$ cat config.mk
export PLATFORM = sky130hd
export DESIGN_NAME = multicycle_control
export DESIGN_NICKNAME = d
export VERILOG_FILES = /design/src/rtl/multicycle_control.sv
export SDC_FILE = /design/constraint.sdc
export NUM_CORES = 1
export LEC_CHECK = 0
export ABC_AREA = 1
export ABC_CLOCK_PERIOD_IN_PS = 1600
export CAP_MARGIN = 20
export CORE_MARGIN = 2
export CORE_UTILIZATION = 35
export DETAILED_ROUTE_END_ITERATION = 10
export GPL_TIMING_DRIVEN = 0
export HOLD_SLACK_MARGIN = 0.02
export PLACE_DENSITY = 0.75
export SLEW_MARGIN = 20
export SYNTH_ARGS = -nofsm -noshare
export SYNTH_HDL_FRONTEND = slang
export SYNTH_SLANG_ARGS = --single-unit
$ cat constraint.sdc
create_clock -name clk -period 1.6 [get_ports clk]
set_input_delay 0.48 -clock clk [delete_from_list [all_inputs] [get_ports clk]]
set_output_delay 0.48 -clock clk [all_outputs]
set_load 0.01 [all_outputs]
$ cat src/rtl/multicycle_control.sv
// Main control FSM for the multicycle MIPS datapath (Moore, except the jr PC update in R_EXEC).
// Optional feature: define MC_JAL_EN to support the jal instruction (opcode 000011).
module multicycle_control (
    input  logic       clk,
    input  logic       reset,
    input  logic [5:0] Opcode,
    input  logic       JRsel,
    output logic       PCWrite,
    output logic       PCWriteCond,
    output logic       BranchNE,
    output logic       IorD,
    output logic       MemRead,
    output logic       MemWrite,
    output logic       IRWrite,
    output logic       RegWrite,
    output logic       ALUSrcA,
    output logic       ZeroExt,
    output logic       IllegalOp,
    output logic [1:0] ALUSrcB,
    output logic [1:0] PCSource,
    output logic [1:0] RegDst,
    output logic [1:0] MemtoReg,
    output logic [2:0] ALUOp,
    output logic [3:0] State
);

    typedef enum logic [3:0] {
        IDLE      = 4'd0,
        FETCH     = 4'd1,
        DECODE    = 4'd2,
        MEM_ADDR  = 4'd3,
        MEM_READ  = 4'd4,
        MEM_WB    = 4'd5,
        MEM_WRITE = 4'd6,
        R_EXEC    = 4'd7,
        R_WB      = 4'd8,
        I_EXEC    = 4'd9,
        I_WB      = 4'd10,
        BRANCH    = 4'd11,
        JUMP      = 4'd12,
        JAL       = 4'd13
    } state_t;

    localparam logic [5:0] OP_R    = 6'b000000;
    localparam logic [5:0] OP_J    = 6'b000010;
    localparam logic [5:0] OP_JAL  = 6'b000011;
    localparam logic [5:0] OP_BEQ  = 6'b000100;
    localparam logic [5:0] OP_BNE  = 6'b000101;
    localparam logic [5:0] OP_ADDI = 6'b001000;
    localparam logic [5:0] OP_ANDI = 6'b001100;
    localparam logic [5:0] OP_ORI  = 6'b001101;
    localparam logic [5:0] OP_LUI  = 6'b001111;
    localparam logic [5:0] OP_LW   = 6'b100011;
    localparam logic [5:0] OP_SW   = 6'b101011;

    state_t state_q, state_d;
    logic [2:0] iop;
    logic       izx;

    always_ff @(posedge clk or negedge reset) begin
        if (!reset) state_q <= IDLE;
        else        state_q <= state_d;
    end

    // ALU controls shared by I_EXEC and I_WB so the result is held through write-back
    always_comb begin
        iop = 3'b110;
        izx = 1'b0;
        case (Opcode)
            OP_ANDI: begin iop = 3'b001; izx = 1'b1; end
            OP_ORI:  begin iop = 3'b101; izx = 1'b1; end
            OP_LUI:  iop = 3'b100;
            default: iop = 3'b110;
        endcase
    end

    always_comb begin
        state_d     = IDLE;
        PCWrite     = 1'b0;
        PCWriteCond = 1'b0;
        BranchNE    = 1'b0;
        IorD        = 1'b0;
        MemRead     = 1'b0;
        MemWrite    = 1'b0;
        IRWrite     = 1'b0;
        RegWrite    = 1'b0;
        ALUSrcA     = 1'b0;
        ZeroExt     = 1'b0;
        IllegalOp   = 1'b0;
        ALUSrcB     = 2'b00;
        PCSource    = 2'b00;
        RegDst      = 2'b00;
        MemtoReg    = 2'b00;
        ALUOp       = 3'b000;
        case (state_q)
            IDLE: state_d = FETCH;
            FETCH: begin
                MemRead = 1'b1;
                IRWrite = 1'b1;
                ALUSrcB = 2'b01;
                ALUOp   = 3'b110;
                PCWrite = 1'b1;
                state_d = DECODE;
            end
            DECODE: begin
                ALUSrcB = 2'b11;
                ALUOp   = 3'b110;
                case (Opcode)
                    OP_LW, OP_SW:                     state_d = MEM_ADDR;
                    OP_R:                             state_d = R_EXEC;
                    OP_ADDI, OP_ANDI, OP_ORI, OP_LUI: state_d = I_EXEC;
                    OP_BEQ, OP_BNE:                   state_d = BRANCH;
                    OP_J:                             state_d = JUMP;
`ifdef MC_JAL_EN
                    OP_JAL:                           state_d = JAL;
`endif
                    default: begin
                        IllegalOp = 1'b1;
                        state_d   = FETCH;
                    end
                endcase
            end
            MEM_ADDR: begin
                ALUSrcA = 1'b1;
                ALUSrcB = 2'b10;
                ALUOp   = (Opcode == OP_LW) ? 3'b011 : 3'b010;
                state_d = (Opcode == OP_LW) ? MEM_READ : MEM_WRITE;
            end
            MEM_READ: begin
                MemRead = 1'b1;
                IorD    = 1'b1;
                state_d = MEM_WB;
            end
            MEM_WB: begin
                RegWrite = 1'b1;
                MemtoReg = 2'b01;
                state_d  = FETCH;
            end
            MEM_WRITE: begin
                MemWrite = 1'b1;
                IorD     = 1'b1;
                state_d  = FETCH;
            end
            R_EXEC: begin
                ALUSrcA = 1'b1;
                ALUOp   = 3'b111;
                if (JRsel) begin
                    PCWrite  = 1'b1;
                    PCSource = 2'b11;
                    state_d  = FETCH;
                end else begin
                    state_d  = R_WB;
                end
            end
            R_WB: begin
                ALUSrcA  = 1'b1;
                ALUOp    = 3'b111;
                RegWrite = 1'b1;
                RegDst   = 2'b01;
                state_d  = FETCH;
            end
            I_EXEC, I_WB: begin
                ALUSrcA  = 1'b1;
                ALUSrcB  = 2'b10;
                ALUOp    = iop;
                ZeroExt  = izx;
                RegWrite = (state_q == I_WB);
                state_d  = (state_q == I_WB) ? FETCH : I_WB;
            end
            BRANCH: begin
                ALUSrcA     = 1'b1;
                PCWriteCond = 1'b1;
                PCSource    = 2'b01;
                BranchNE    = (Opcode == OP_BNE);
                state_d     = FETCH;
            end
            JUMP: begin
                PCWrite  = 1'b1;
                PCSource = 2'b10;
                state_d  = FETCH;
            end
`ifdef MC_JAL_EN
            JAL: begin
                PCWrite  = 1'b1;
                PCSource = 2'b10;
                RegWrite = 1'b1;
                RegDst   = 2'b10;
                MemtoReg = 2'b10;
                state_d  = FETCH;
            end
`endif
            default: state_d = IDLE;
        endcase
    end

    assign State = state_q;

endmodule

==> metrics.md, run 1 <==
| Metric | Value |
|---|---|
| Seq/Total Area, Yosys | 0.186 |
| DR WL/cell | about 18 µm |
| Mapped Cells | ~100 |
| Sink Count | 4 |
| Failing checks | setup timing |
| Grt total ovfl | 0 |
| Row Count | 14 |
| Crit-path max FO | 5 |
| Drt via density | slightly below 6 |
| CP max stage cell | dfrtp_1 |
| CTS tree | built |
| VDD IR-drop max | between 1000 and 1500 µV |
| Area Overhead vs Synth | 138% |
| CTS Buffer Depth | 2 |
| # hold bufs at CTS | 0 |
| Final Slew Violations | 0 |
| Outcome | finished, violations left |
| Count leader, synth | nand2_1 |
| Area after DPL | ~890 µm² |
| Post-synth top area share | 0.186 |
| DP Worst Slack | -0.985 ns |
| Critical Path Source Type | flop |
| Fmax | between 0.4 and 0.5 GHz |
| Kind of end point of the critical path | output pin |
| Dpl cells | roughly 150 |
| Worst min path class | input pin to async pin |
| Worst Skew | 0.00192 ns |
| Gpl congestion | 0.857 |
| Clk_lat worst skew | between 0.2 and 0.3 ns |
| Core Region | 1470 µm² |
| RSZ-0062 raised after global routing | yes |
| Antenna violations before repair | 0 |
| Clk root buf | clkbuf_4 |
| Arrival time at the worst endpoint | between 1.5 and 2 ns |
| Leakage power | 0.709 nW |
| Critical path class | flop to output pin |
| Power Density | approximately 1700 nW/µm² |
| Synth Area in XOR/XNOR | 0 |
| DR iter-0 viols | 35 |
| Drt first pass iters | 4 |
| Clk pin slew, worst setup/hold paths | ~0.05 ns |
| Syn avg cell area | around 5.2 µm² |
| Vias | 1,089 |
| Number of synthesized flops with an enable pin | 0 |
| Finish-stage setup viols | 21 |
| Synth Area in Adders | 0 |
| Post-route cell area | between 1000 and 1500 µm² |
| Synthesized area | roughly 540 µm² |
| Commonest cells post-synth | nand2_1, inv_1, nor2_1 |
| Largest net degree at the start of global routing | 9 |
| Post-route insts no fill | approximately 190 |
| Seq cells post-synth | 4 |
| Vias in the first global route | between 900 and 1,000 |
| Critical Path Start | State[2]$_DFF_PN0_ |
| Post-route ant nets | 0 |
| Mux contribution to synthesized area | 0 |
| Period utilisation layout | 1.26 |
| Boundary pin count | 35 |
| Synth Area in Compound Gates | 0.112 |
| Routed WL | roughly 3300 µm |
| Post-synth cell types | 15 |
| Synth area leader | dfrtp_1 |
| PortBufs | 32 |
| Share of flip-flops with an asynchronous set or reset | 1.00 |
| Setup TNS Final | -5.47 ns |
| Critical Path, Cell by Cell | inv_2 -> nand2_4 -> buf_4 -> nor2_4 -> inv_2 -> o21ai_0 -> buf_2 |
| Primary FF master, synth | dfrtp_1 |
| Crit path time final | between 2 and 2.5 ns |
| Die width | around 43 µm |
| Worst setup slack after layout | -0.415 ns |
| CP max stage delay | between 0.4 and 0.5 ns |
| Largest family of logic cells by synthesized area | simple AND/OR/NAND/NOR gates |
| Full die area | approximately 1900 µm² |
| DIE HEIGHT | about 43 µm |
| Synth warn | 0 |
| Initial core utilization | 0.365 |
| Nets@finish | around 180 |
| Diodes inserted | 0 |
| Gr usage total | 0.284 |
| FF-to-FF Start | State[3]$_DFF_PN0_ |
| Synth top area cells | dfrtp_1, nand2_1, nand3_1, inv_1, nor2_1 |
| Simple logic cell fraction of the synthesized area | 0.520 |
| Final Hold Violating Endpoints | 0 |
| Worst path required time | roughly 1.1 ns |
| Share of post-route cells with drive strength above 1 | 0.591 |
| First-pass GRT wire length | roughly 4000 µm |
| Max reg flops | 4 |
| Hpwl dp | between 1000 and 1500 µm |
| CTS Buf Count | 3 |
| Critical path's most frequent cell | inv_2 |
| CTS H-tree lvls | 1 |
| MaxCap Viol Count | 0 |
| DRC | 0 |
==> final timing paths <==
| path | to | slack, ns | depth (start not counted) |
|---|---|---|---|
| hold / removal | State[0]$_DFF_PN0_ | 0.43 | 1 |
| max in group asynchronous | State[1]$_DFF_PN0_ | 0.99 | 1 |
| min in group clk | State[1]$_DFF_PN0_ | 0.68 | 5 |
| setup reg to reg | State[0]$_DFF_PN0_ | 0.18 | 7 |
| hold reg to reg | State[2]$_DFF_PN0_ | 0.75 | 2 |
| setup / recovery | MemRead | -0.42 | 7 |
==> power by group <==
| group | total (W) | internal [W] | switching, W |
|---|---|---|---|
| logic | 0.00184 | 0.000841 | 0.00100 |
| registers | 0.000242 | 0.000149 | 0.0000927 |
| clock network | 0.000145 | 0.0000852 | 0.0000595 |
| total | 0.00223 | 0.00108 | 0.00116 |
==> placed cells by master, fill, tap and decap left out, types with 2 or more instances in the layout <==
cell             Yosys  final
buf_4                2     22
buf_2                0     18
buf_6                0     16
inv_1               21     13
nand2_1             24     13
nand3_1             16     13
nor2_4               0      8
nor2_2               2      7
inv_2                0      5
nand2_2              0      5
nand2_4              0      5
nor2_1              18      5
dlygate4sd2_1        0      5
inv_4                0      3
nand4_1              3      3
clkbuf_4             0      3
clkdlybuf4s15_1      0      3
dfrtp_2              0      2
dfrtp_1              4      2
o22ai_1              2      2
nand3_2              0      2
o31ai_1              2      2
o21ai_0              4      2
nor3_2               0      2
o21ai_1              0      2
conb_1               1      2
==> metal layers <==
metal / wire (µm) / GRT usage / share of wire / up-vias
met5: 0 / 0 / 0 / -
met4: 218 / 0.133 / 0.066 / 0
met3: 306 / 0.0298 / 0.093 / 32
met2: 1620 / 0.534 / 0.49 / 96
met1: 1150 / 0.307 / 0.35 / 494
li1: - / - / - / 467
==> critical path: cells and delay by family (launching register included) <==
family	cells	cell delay [ns]
buf+inv	4	0.54
simple gates	2	0.22
flops	1	0.44
compound gates	1	0.09
==> cell families (layout without fill, tap and decap cells) <==
| kind of cell | count (synthesis) | after routing |
|---|---|---|
| other | 1 | 2 |
| flip-flops | 4 | 4 |
| buffers and inverters | 23 | 90 |
| AND/OR/NAND/NOR | 65 | 65 |
| AO/OA/AOI/OAI | 10 | 10 |
==> metrics by stage <==
| stage | hold WS (ns) | util | total power, W |
|---|---|---|---|
| finish | 0.431 | 0.870 | 0.00223 |
| floorplan | 0.184 | - | 0.000758 |
| CTS | 0.450 | 0.798 | 0.00183 |
| global placement | 0.682 | 0.605 | 0.00134 |
| global route | 0.459 | 0.870 | 0.00231 |
| detailed placement | 0.692 | 0.605 | 0.00135 |
==> layout make-up <==
type,instances,area (µm²)
multi-input cells,77,518
repair buffers,64,515
fillers,91,191
flip-flops and latches,4,103
inverters,21,86.3
clock buffers,3,22.5
well taps,16,20.0
plain buffers,2,15.0
==> repair_timing <==
action,CTS,global route
resized for setup,152,23
setup endpoints to repair,24,22
pin swaps,11,7
setup buffers,25,7
Note: power is estimated with default switching activity, not from simulation.
==> run 2, diff against run 1 <==
Settings changed: CORE_ASPECT_RATIO from default to 1.1.
==> metrics.md, run 2 (same netlist as run 1, synthesis figures left out) <==
| Metric | Value |
|---|---|
| Outcome | finished, violations left |
| Failing checks | setup timing |
| Crit path time final | 2.00 ns (-0.0156 ns) |
| DR WL/cell | 18.9 µm (+7.4%) |
| FF-to-FF Start | State[2]$_DFF_PN0_ |
| Diodes inserted | 0 (unchanged) |
| Drt first pass iters | 4 (unchanged) |
| Worst Skew | 0.00101 ns (-0.000904 ns) |
| Worst path required time | 1.12 ns (about the same) |
| Critical Path Source Type | flop |
| PortBufs | 32 (unchanged) |
| M2 GR Usage | 0.528 (-0.00620) |
| DRC | 0 (unchanged) |
| Setup TNS Final | -4.48 ns (+0.992 ns) |
| Period utilisation layout | 1.25 (-0.00974) |
| Grt total ovfl | 0 (unchanged) |
| DIE HEIGHT | 45.1 µm (+4.4%) |
| Finish-stage setup viols | 20 (-4.8%) |
| DP Worst Slack | -0.972 ns (+0.0131 ns) |
| CP max stage cell | dfrtp_2 |
| Vias | 1,045 (-4.0%) |
| Sink Count | 4 (unchanged) |
| Arrival time at the worst endpoint | 1.52 ns (-0.02 ns) |
| Boundary pin count | 35 (unchanged) |
| Nets@finish | 174 (-4.4%) |
| CTS H-tree lvls | 1 (unchanged) |
| Gpl congestion | 0.811 (-5.4%) |
| Hpwl dp | 1350 µm (-5.3%) |
| First-pass GRT wire length | 3510 µm (-13%) |
| CTS tree | built |
| Dpl cells | 152 (unchanged) |
| RSZ-0062 raised after global routing | yes |
| Largest net degree at the start of global routing | 9 (unchanged) |
| Busiest grt layer | met2 |
| Kind of end point of the critical path | output pin |
| Critical path class | flop to output pin |
| Leakage power | 0.689 nW (-2.8%) |
| CP max stage delay | 0.45 ns (about the same) |
| Power Density | 1730 nW/µm² (-0.49%) |
| Row Count | 14 (unchanged) |
| Share of post-route cells with drive strength above 1 | 0.650 (+0.0597) |
| RR Endpoint | State[2]$_DFF_PN0_ |
| Most frequent cells in the layout | buf_6, buf_4, buf_2 |
| Final Slew Violations | 0 (unchanged) |
| Worst min path class | input pin to async pin |
| Met1 GRT Util | 0.283 (-0.0244) |
| Routed WL | 3390 µm (+2.8%) |
| Fin Hold WS | 0.435 ns (+0.00441 ns) |
| MaxCap Viol Count | 0 (unchanged) |
| # hold bufs at CTS | 0 (unchanged) |
| Worst setup slack after layout | -0.400 ns (+0.0156 ns) |
| Vias in the first global route | 858 (-9.7%) |
| Clk root buf | clkbuf_4 |
| Most common cell after layout, fill and taps aside | buf_6 |
| Post-route ant nets | 0 (unchanged) |
| Final Hold Violating Endpoints | 0 (unchanged) |
| Crit-path max FO | 5 (unchanged) |
| Area Overhead vs Synth | 138% |
| Full die area | 1860 µm² (about the same) |
| Clk pin slew, worst setup/hold paths | 0.05 ns (about the same) |
| Initial core utilization | 0.383 (+0.0182) |
| FF-to-FF setup slack | 0.27 ns (+0.09 ns) |
| CTS Buf Count | 3 (unchanged) |
| Antenna violations before repair | 0 (unchanged) |
| Drt via density | 5.84 (+0.25%) |
| Post-route insts no fill | 179 (-4.3%) |
| Gr usage total | 0.272 (-0.0123) |
| CTS Buffer Depth | 2 (unchanged) |
| Core Region | 1400 µm² (-4.8%) |
| Critical Path, Cell by Cell | nand2_2 -> nor2_4 -> nand4_1 -> nand3_1 -> buf_2 |
| Max reg flops | 4 (unchanged) |
| DR iter-0 viols | 93 (+170%) |
| Die width | 41.3 µm (-4.2%) |
| R2r worst-path depth | 6 (-1) |
| Fmax | 0.500 GHz (+0.78%) |
| Met3 usage in global routing | 0.0493 (+0.0195) |
| Clk_lat worst skew | 0.25 ns (about the same) |
| VDD IR-drop max | 1070 µV (-5.5%) |
==> run 2: final cells by class <==
cell class	count	area (µm²)
Tap cell	16	20.0
Timing Repair Buffer	56	459
Buffer	2	15.0
Fill cell	60	125
Sequential cell	4	105
Clock buffer	3	22.5
Inverter	21	88.8
Multi-Input combinational cell	77	566
==> run 2: routing by layer <==
metal,part of all wire,routed length [µm]
met5,0,0
met4,0.056,189
met3,0.089,303
met2,0.52,1770
met1,0.33,1120
==> run 2: worst max-delay path: cells and delay by family, from the launching register on <==
kind / cells / cell delay [ns]
buffers and inverters: 1 / 0.13
flip-flops: 1 / 0.45
AND/OR/NAND/NOR: 4 / 0.68
==> run 2: metrics by stage <==
step,power [W],utilization,area (µm²)
final,0.00221,0.911,1280
after CTS,0.00158,0.747,1050
after floorplan,0.000758,-,551
after detailed placement,0.00135,0.636,891
after global placement,0.00134,0.636,891
after global routing,0.00230,0.911,1280
==> run 2: worst max path at each step <==
| stage | depth (start not counted) | from | slack (ns) | to |
|---|---|---|---|---|
| 6_report | 5 | State[0]$_DFF_PN0_ | -0.40 | ALUOp[0] |
| 5_1_grt | 7 | State[1]$_DFF_PN0_ | -0.52 | ALUSrcB[1] |
| 4_1_cts | 6 | State[2]$_DFF_PN0_ | -0.28 | ZeroExt |
| 3_5_place_dp | 5 | Opcode[5] | -0.97 | BranchNE |
| 2_1_floorplan | 5 | State[2]$_DFF_PN0_ | 0.02 | IllegalOp |
| 3_3_place_gp | 5 | Opcode[5] | -0.98 | BranchNE |
==> run 2: report_power, final <==
| group | total, W | leakage, nW | switching, W | internal (W) |
|---|---|---|---|---|
| clock network | 0.000148 | 0.0138 | 0.0000626 | 0.0000854 |
| registers | 0.000252 | 0.0453 | 0.0000996 | 0.000152 |
| logic | 0.00181 | 0.630 | 0.00102 | 0.000793 |
| total | 0.00221 | 0.689 | 0.00118 | 0.00103 |
==> run 2: timing repair <==
action	CTS	global route
setup buffers	13	11
pin swaps	4	16
setup endpoints to repair	24	21
gates resized for setup	121	77
hold endpoints to repair	0	0
==> RTL change 1, RTL diff (config.mk and constraints of run 2) <==
Register the output `MemRead`, cleared by the reset; this adds one clock of latency there. The other outputs are not delayed to match.
--- a/src/rtl/multicycle_control.sv
+++ b/src/rtl/multicycle_control.sv
@@ -54,4 +54,6 @@
     localparam logic [5:0] OP_SW   = 6'b101011;
 
+    logic MemRead_d;
+
     state_t state_q, state_d;
     logic [2:0] iop;
@@ -81,5 +83,5 @@
         BranchNE    = 1'b0;
         IorD        = 1'b0;
-        MemRead     = 1'b0;
+        MemRead_d   = 1'b0;
         MemWrite    = 1'b0;
         IRWrite     = 1'b0;
@@ -96,5 +98,5 @@
             IDLE: state_d = FETCH;
             FETCH: begin
-                MemRead = 1'b1;
+                MemRead_d = 1'b1;
                 IRWrite = 1'b1;
                 ALUSrcB = 2'b01;
@@ -128,5 +130,5 @@
             end
             MEM_READ: begin
-                MemRead = 1'b1;
+                MemRead_d = 1'b1;
                 IorD    = 1'b1;
                 state_d = MEM_WB;
@@ -196,4 +198,12 @@
     assign State = state_q;
 
+    always_ff @(posedge clk or negedge reset) begin
+        if (!reset) begin
+            MemRead <= '0;
+        end else begin
+            MemRead <= MemRead_d;
+        end
+    end
+
 endmodule
 
Check against the original RTL: not equivalent (Yosys sat finds a counterexample within 4 cycles, from zero or initial values and one cycle with reset low).
==> RTL change 1 against run 2 <==
  * The run still ends with negative setup slack left
  * Power shrank 8.5%
  * Setup slack improved by 0.070 ns
  * Final area decreased by 0.98%
  * Wire length down 27%
  * Sequential cell count increased by 1
  * Synthesized cell count increased by 17%
  * Sequential share of layout area increased by 2.1 points
  * Highest routed layer unchanged
  * Largest cell class unchanged
  * Area after synthesis is 20% higher
==> RTL change 1: results (changes against run 2) <==
{| class="wikitable"
! Metric !! Value
|-
| Worst R2R Start || State[1]$_DFF_PN0_
|-
| Total of endpoints with negative setup slack in the final report || 18 (-10%)
|-
| Static Leakage || 0.000730 uW (+5.9%)
|-
| Post-route setup TNS || -3.68 ns (+0.794 ns)
|-
| Total Nets Final || 190 (+9.2%)
|-
| Inst Count DP || 171 (+13%)
|-
| Overall global routing resource usage || 22.9% (-4.3 points)
|-
| Kind of cell adding the most delay to the critical path || flip-flops
|-
| Per-cell routed wire length || 12.4 um (-34%)
|-
| Instance area at placement || 990 um^2 (+11%)
|-
| Vias post-DR || 981 (-6.1%)
|-
| Slowest stage delay, CP || 0.47 ns (+0.02 ns)
|-
| Fraction of layout cells with a size suffix above 1 || 57.2% (-7.8 points)
|-
| Clock Skew || 0.0141 ns (+0.0131 ns)
|-
| Min setup slack post-route || -0.329 ns (+0.0703 ns)
|-
| Wire length of the first global-routing pass || 3.76 mm (+7.3%)
|-
| Distinct cell type count after synthesis || 18 (+3)
|-
| Mapped Avg Cell Area || 5.36 um^2 (+2.8%)
|-
| Termination of the worst setup path || ALUOp[1]
|-
| Largest cells by area after synthesis || sky130_fd_sc_hd__dfrtp_1 19%, sky130_fd_sc_hd__nand2_1 18%, sky130_fd_sc_hd__inv_1 14%, sky130_fd_sc_hd__nor2_1 11%, sky130_fd_sc_hd__nand3_1 10%
|-
| 1st-iter DRT viols || 17 (-82%)
|-
| Worst Setup Slack post-DPL || -0.938 ns (+0.0331 ns)
|-
| Via count of the first global-routing pass || 902 (+5.1%)
|-
| Violated checks || negative setup slack
|-
| Outcome || complete, but fails checks
|-
| Weighted congestion reported at the end of routability-driven placement || 0.901 (+11%)
|-
| Number of filler cells placed in the layout || 136 (+130%)
|-
| Largest net degree at the start of global routing || 7 (-2)
|-
| Sw power || 1020 uW (-13%)
|-
| Worst reg2reg endpoint || State[3]$_DFF_PN0_
|-
| Maximum ir drop on the vdd rail || 0.705 mV (-34%)
|-
| Cell types with the highest counts after synthesis || 30 x sky130_fd_sc_hd__nand2_1, 24 x sky130_fd_sc_hd__inv_1, 18 x sky130_fd_sc_hd__nor2_1
|-
| Register-to-register setup slack || 0.26 ns
|-
| Placed wire-length estimate || 1.40 mm (+3.8%)
|-
| Signal arrival time at the worst endpoint || 1.45 ns (-0.07 ns)
|-
| Launch point of the critical path || State[2]$_DFF_PN0_
|-
| Seq. cell area || 130 um^2 (+24%)
|-
| Non-filler instance count after layout || 198 (+11%)
|-
| Number of cells traversed by the worst register-to-register path || 7 (+1)
|-
| Root Buffer || sky130_fd_sc_hd__clkbuf_4
|}
RTL change 1: changes by cell type after synthesis, sizes merged, moves of 2 or more:
cell,delta
nand4,+2
nor2,+5
nand3,-3
nand2,+9
o31ai,-2
inv,+6
RTL change 1: per-layer routing:
metal  part of all wire, %  vias to the layer above  track usage, %
li1                      -                      491               -
met1                    36                      431            25.0
met2                    54                       49            40.8
met3                   6.8                       10            1.85
met4                   3.0                        0            13.7
met5                     0                        -               0
RTL change 1: kinds of logic after synthesis:
logic type      after synthesis  share of synthesized area (%)
flops                         5                           19.5
other cells                   1                          0.583
simple gates                 78                           56.2
buf+inv                      29                           18.1
compound gates                7                           5.64
RTL change 1: power by group through the flow:
stage          Clock (uW)  Sequential [uW]  Combinational [uW]
2_1_floorplan           0              259                 580
3_3_place_gp            0              241                1170
3_5_place_dp            0              242                1170
4_1_cts               155              247                1330
5_1_grt               166              290                1720
6_report              159              286                1580
RTL change 1: repair_timing:
action	4_1_cts	5_1_grt
setup buffers	16	9
pin swaps	17	18
gates resized for setup	141	31
setup endpoints to repair	23	22
RTL change 1: cell type report:
cell class,count,share of cell area (%)
Buffer,2,1.19
Inverter,27,8.81
Timing Repair Buffer,55,32.4
Clock buffer,4,2.08
Tap cell,18,1.78
Sequential cell,5,10.3
Multi-Input combinational cell,87,43.5
RTL change 1: worst min-delay path by stage:
stage	to	cells past startpoint	slack (ns)	startpoint
after floorplan	MemRead$_DFF_PN0_	0	0.18	reset
after global placement	State[0]$_DFF_PN0_	1	0.70	reset
after detailed placement	State[1]$_DFF_PN0_	3	0.70	State[2]$_DFF_PN0_
after CTS	State[0]$_DFF_PN0_	1	0.44	reset
after global routing	State[0]$_DFF_PN0_	1	0.46	reset
final	State[0]$_DFF_PN0_	1	0.43	reset
==> RTL change 2, RTL diff (flow settings as in run 2) <==
Without the edit above. The option `MC_JAL_EN` is turned on by a define.
--- a/src/rtl/multicycle_control.sv
+++ b/src/rtl/multicycle_control.sv
@@ -1,4 +1,6 @@
 // Main control FSM for the multicycle MIPS datapath (Moore, except the jr PC update in R_EXEC).
 // Optional feature: define MC_JAL_EN to support the jal instruction (opcode 000011).
+`define MC_JAL_EN
+
 module multicycle_control (
     input  logic       clk,
Behaviour: not the same (Yosys sat finds a counterexample within 4 cycles, from zero or initial values and one cycle with reset low).
==> RTL change 2 against run 2 <==
  * The flow still finishes with violations (negative setup slack)
  * Global-route usage is 1.7 points lower
  * Wire length shrank 8.3%
  * Power up 4.4%
  * First-iteration DRC count shrank 72%
  * Via count decreased by 0.86%
  * Final area grew 7.9%
  * Sequential cell count unchanged
  * Count of clock-buffer cells in the layout rose by 1
  * Cell count up 7.8%
  * Non-clock buffer count up 9
  * Area after synthesis grew 13%
  * Setup slack better by 0.013 ns
  * Utilization down 4.7 points
  * Largest power group unchanged
==> RTL change 2: results (changes against run 2) <==
{| class="wikitable"
! Metric !! Value
|-
| Min setup slack post-route || -0.387 ns (+0.0127 ns)
|-
| Slowest stage delay, CP || 0.47 ns (+0.02 ns)
|-
| 1st-iter DRT viols || 26 (-72%)
|-
| Via count of the first global-routing pass || 893 (+4.1%)
|-
| Number of clock buffers inserted by TritonCTS || 3 (unchanged)
|-
| Reg clk slew, reported paths || 0.05 ns (about the same)
|-
| Largest cells by area after synthesis || sky130_fd_sc_hd__dfrtp_1 16%, sky130_fd_sc_hd__nand2_1 14%, sky130_fd_sc_hd__inv_1 10%, sky130_fd_sc_hd__nand3_1 9.9%, sky130_fd_sc_hd__nor2_1 8.6%
|-
| Synth warn || 0 (unchanged)
|-
| Drt total wl || 3.11 mm (-8.3%)
|-
| Worst path slowest cell || sky130_fd_sc_hd__dfrtp_2
|-
| # diodes || 0 (unchanged)
|-
| Total Nets Final || 186 (+6.9%)
|-
| Largest net degree at the start of global routing || 8 (-1)
|-
| Worst-case clock buffer depth || 2 (unchanged)
|-
| Total of endpoints with negative setup slack in the final report || 22 (+10%)
|-
| Clock Skew || 0.0127 ns (+0.0117 ns)
|-
| Synthesized netlist net count || 115
|-
| Number of antenna violations at the first check in global routing || 0 (unchanged)
|-
| Fraction of layout cells with a size suffix above 1 || 64.8% (-0.26 points)
|-
| Cells after synthesis || 106 (+2.9%)
|-
| Ratio of routed vias to standard cells || 5.37 (-8.1%)
|-
| Max FO, Critical Path || 7 (+2)
|-
| Root Buffer || sky130_fd_sc_hd__clkbuf_4
|-
| Weighted congestion reported at the end of routability-driven placement || 0.881 (+8.7%)
|-
| Cell types with the highest counts after synthesis || 23 x sky130_fd_sc_hd__nand2_1, 17 x sky130_fd_sc_hd__inv_1, 14 x sky130_fd_sc_hd__nor2_1
|-
| Antenna-violating nets left || 0 (unchanged)
|-
| Maximum ir drop on the vdd rail || 1.18 mV (+11%)
|-
| Sequential element share of the synthesized area || 16.5% (-2.2 points)
|-
| Placed wire-length estimate || 1.54 mm (+14%)
|-
| Overall global routing resource usage || 25.4% (-1.7 points)
|-
| Wire length of the first global-routing pass || 3.91 mm (+12%)
|-
| Per-cell routed wire length || 16.1 um (-15%)
|-
| Fraction of registers with async set or reset after synthesis || 100% (unchanged)
|-
| Violated checks || negative setup slack
|-
| Number of filler cells placed in the layout || 92 (+53%)
|-
| Level count of the clock H-tree || 1 (unchanged)
|-
| Main synth FF type || sky130_fd_sc_hd__dfrtp_1
|-
| Inst Count DP || 157 (+3.3%)
|-
| Worst R2R Start || State[2]$_DFF_PN0_
|-
| Distinct cell type count after synthesis || 23 (+8)
|-
| Register-to-register setup slack || 0.07 ns (-0.20 ns)
|-
| Source-to-sink clock delay at the later pin of the worst-skew pair || 0.24 ns
|-
| Max-slew violations || 0 (unchanged)
|-
| Static Leakage || 0.000726 uW (+5.3%)
|-
| Outcome || complete, but fails checks
|-
| Port buffer count || 34 (+6.3%)
|-
| Number of optimization iterations in the first detailed-route pass || 4 (unchanged)
|}
[RTL change 2: cell count changes after synthesis, moves of 2 or more]
cell                       before  now
sky130_fd_sc_hd__inv_1         21   17
sky130_fd_sc_hd__nand2_2        0    4
sky130_fd_sc_hd__nand3_1       16   12
sky130_fd_sc_hd__nor2_1        18   14
sky130_fd_sc_hd__inv_2          0    3
sky130_fd_sc_hd__nor2_2         2    4
sky130_fd_sc_hd__nor2_4         0    2
sky130_fd_sc_hd__nor3_2         0    2
sky130_fd_sc_hd__o211ai_1       0    2
sky130_fd_sc_hd__o22ai_1        2    0
[RTL change 2: logic make-up (layout without fill, tap and decap cells)]
logic type             Yosys count  after routing  share of synthesized area (%)
AO/OA/AOI/OAI                   11             11                           11.5
buffers and inverters           22             92                           14.4
flip-flops                       4              4                           16.5
AND/OR/NAND/NOR                 69             69                           57.6
[RTL change 2: layer usage]
metal,track usage (%),wire length (um),vias up
met2,51.5,1600,65
met3,4.15,227,10
li1,-,-,489
met5,0,0,-
met1,26.5,1170,472
met4,9.09,99,0
[RTL change 2: critical path: cells and delay by family, from the launching register on]
kind	cells	cell delay, ns
flops	1	0.47
buf+inv	2	0.29
simple gates	5	0.49
[RTL change 2: stage by stage]
step / hold WS (ns) / setup slack, ns / TNS, ns / utilization, % / instance area, um^2
global route: 0.453 / -0.460 / -6.68 / 86.4 / 1380
global placement: 0.664 / -1.06 / -12.27 / 62.2 / 992
floorplan: 0.184 / -0.0177 / -0.0212 / - / 631
CTS: 0.436 / -0.325 / -5.06 / 76.7 / 1220
finish: 0.442 / -0.387 / -5.59 / 86.4 / 1380
detailed placement: 0.670 / -1.09 / -12.58 / 62.2 / 992
[RTL change 2: cell type report]
class / count / area, um^2 / area share, %
sequential: 4 / 104 / 7.54
clock buffer: 4 / 26.3 / 1.91
timing repair buffer: 67 / 539 / 39.1
tap: 17 / 21.3 / 1.54
multi-input combinational: 80 / 599 / 43.5
inverter: 21 / 87.6 / 6.36
[RTL change 2: path summary, 6_finish.rpt]
check                                          end  cells after the start
max in group asynchronous       State[3]$_DFF_PN0_                      1
worst min register to register  State[0]$_DFF_PN0_                      2
worst min-delay path            State[2]$_DFF_PN0_                      1
worst max-delay path                      ALUOp[2]                      7
min in group clk                State[2]$_DFF_PN0_                      4
worst max register to register  State[3]$_DFF_PN0_                      7
[RTL change 2: what timing repair did]
item / 4_1_cts / 5_1_grt
cloned: 0 / 0
buffers inserted: 24 / 9
pin swaps: 12 / 8
resized for setup: 134 / 43
hold buffers: 0 / 0
setup endpoints to repair: 26 / 23
[RTL change 2: report_power, final]
part / internal, uW / total, uW / switching [uW]
sequential: 150 / 248 / 98.6
combinational: 875 / 1920 / 1040
clock: 94.1 / 143 / 49.1
total: 1120 / 2310 / 1190
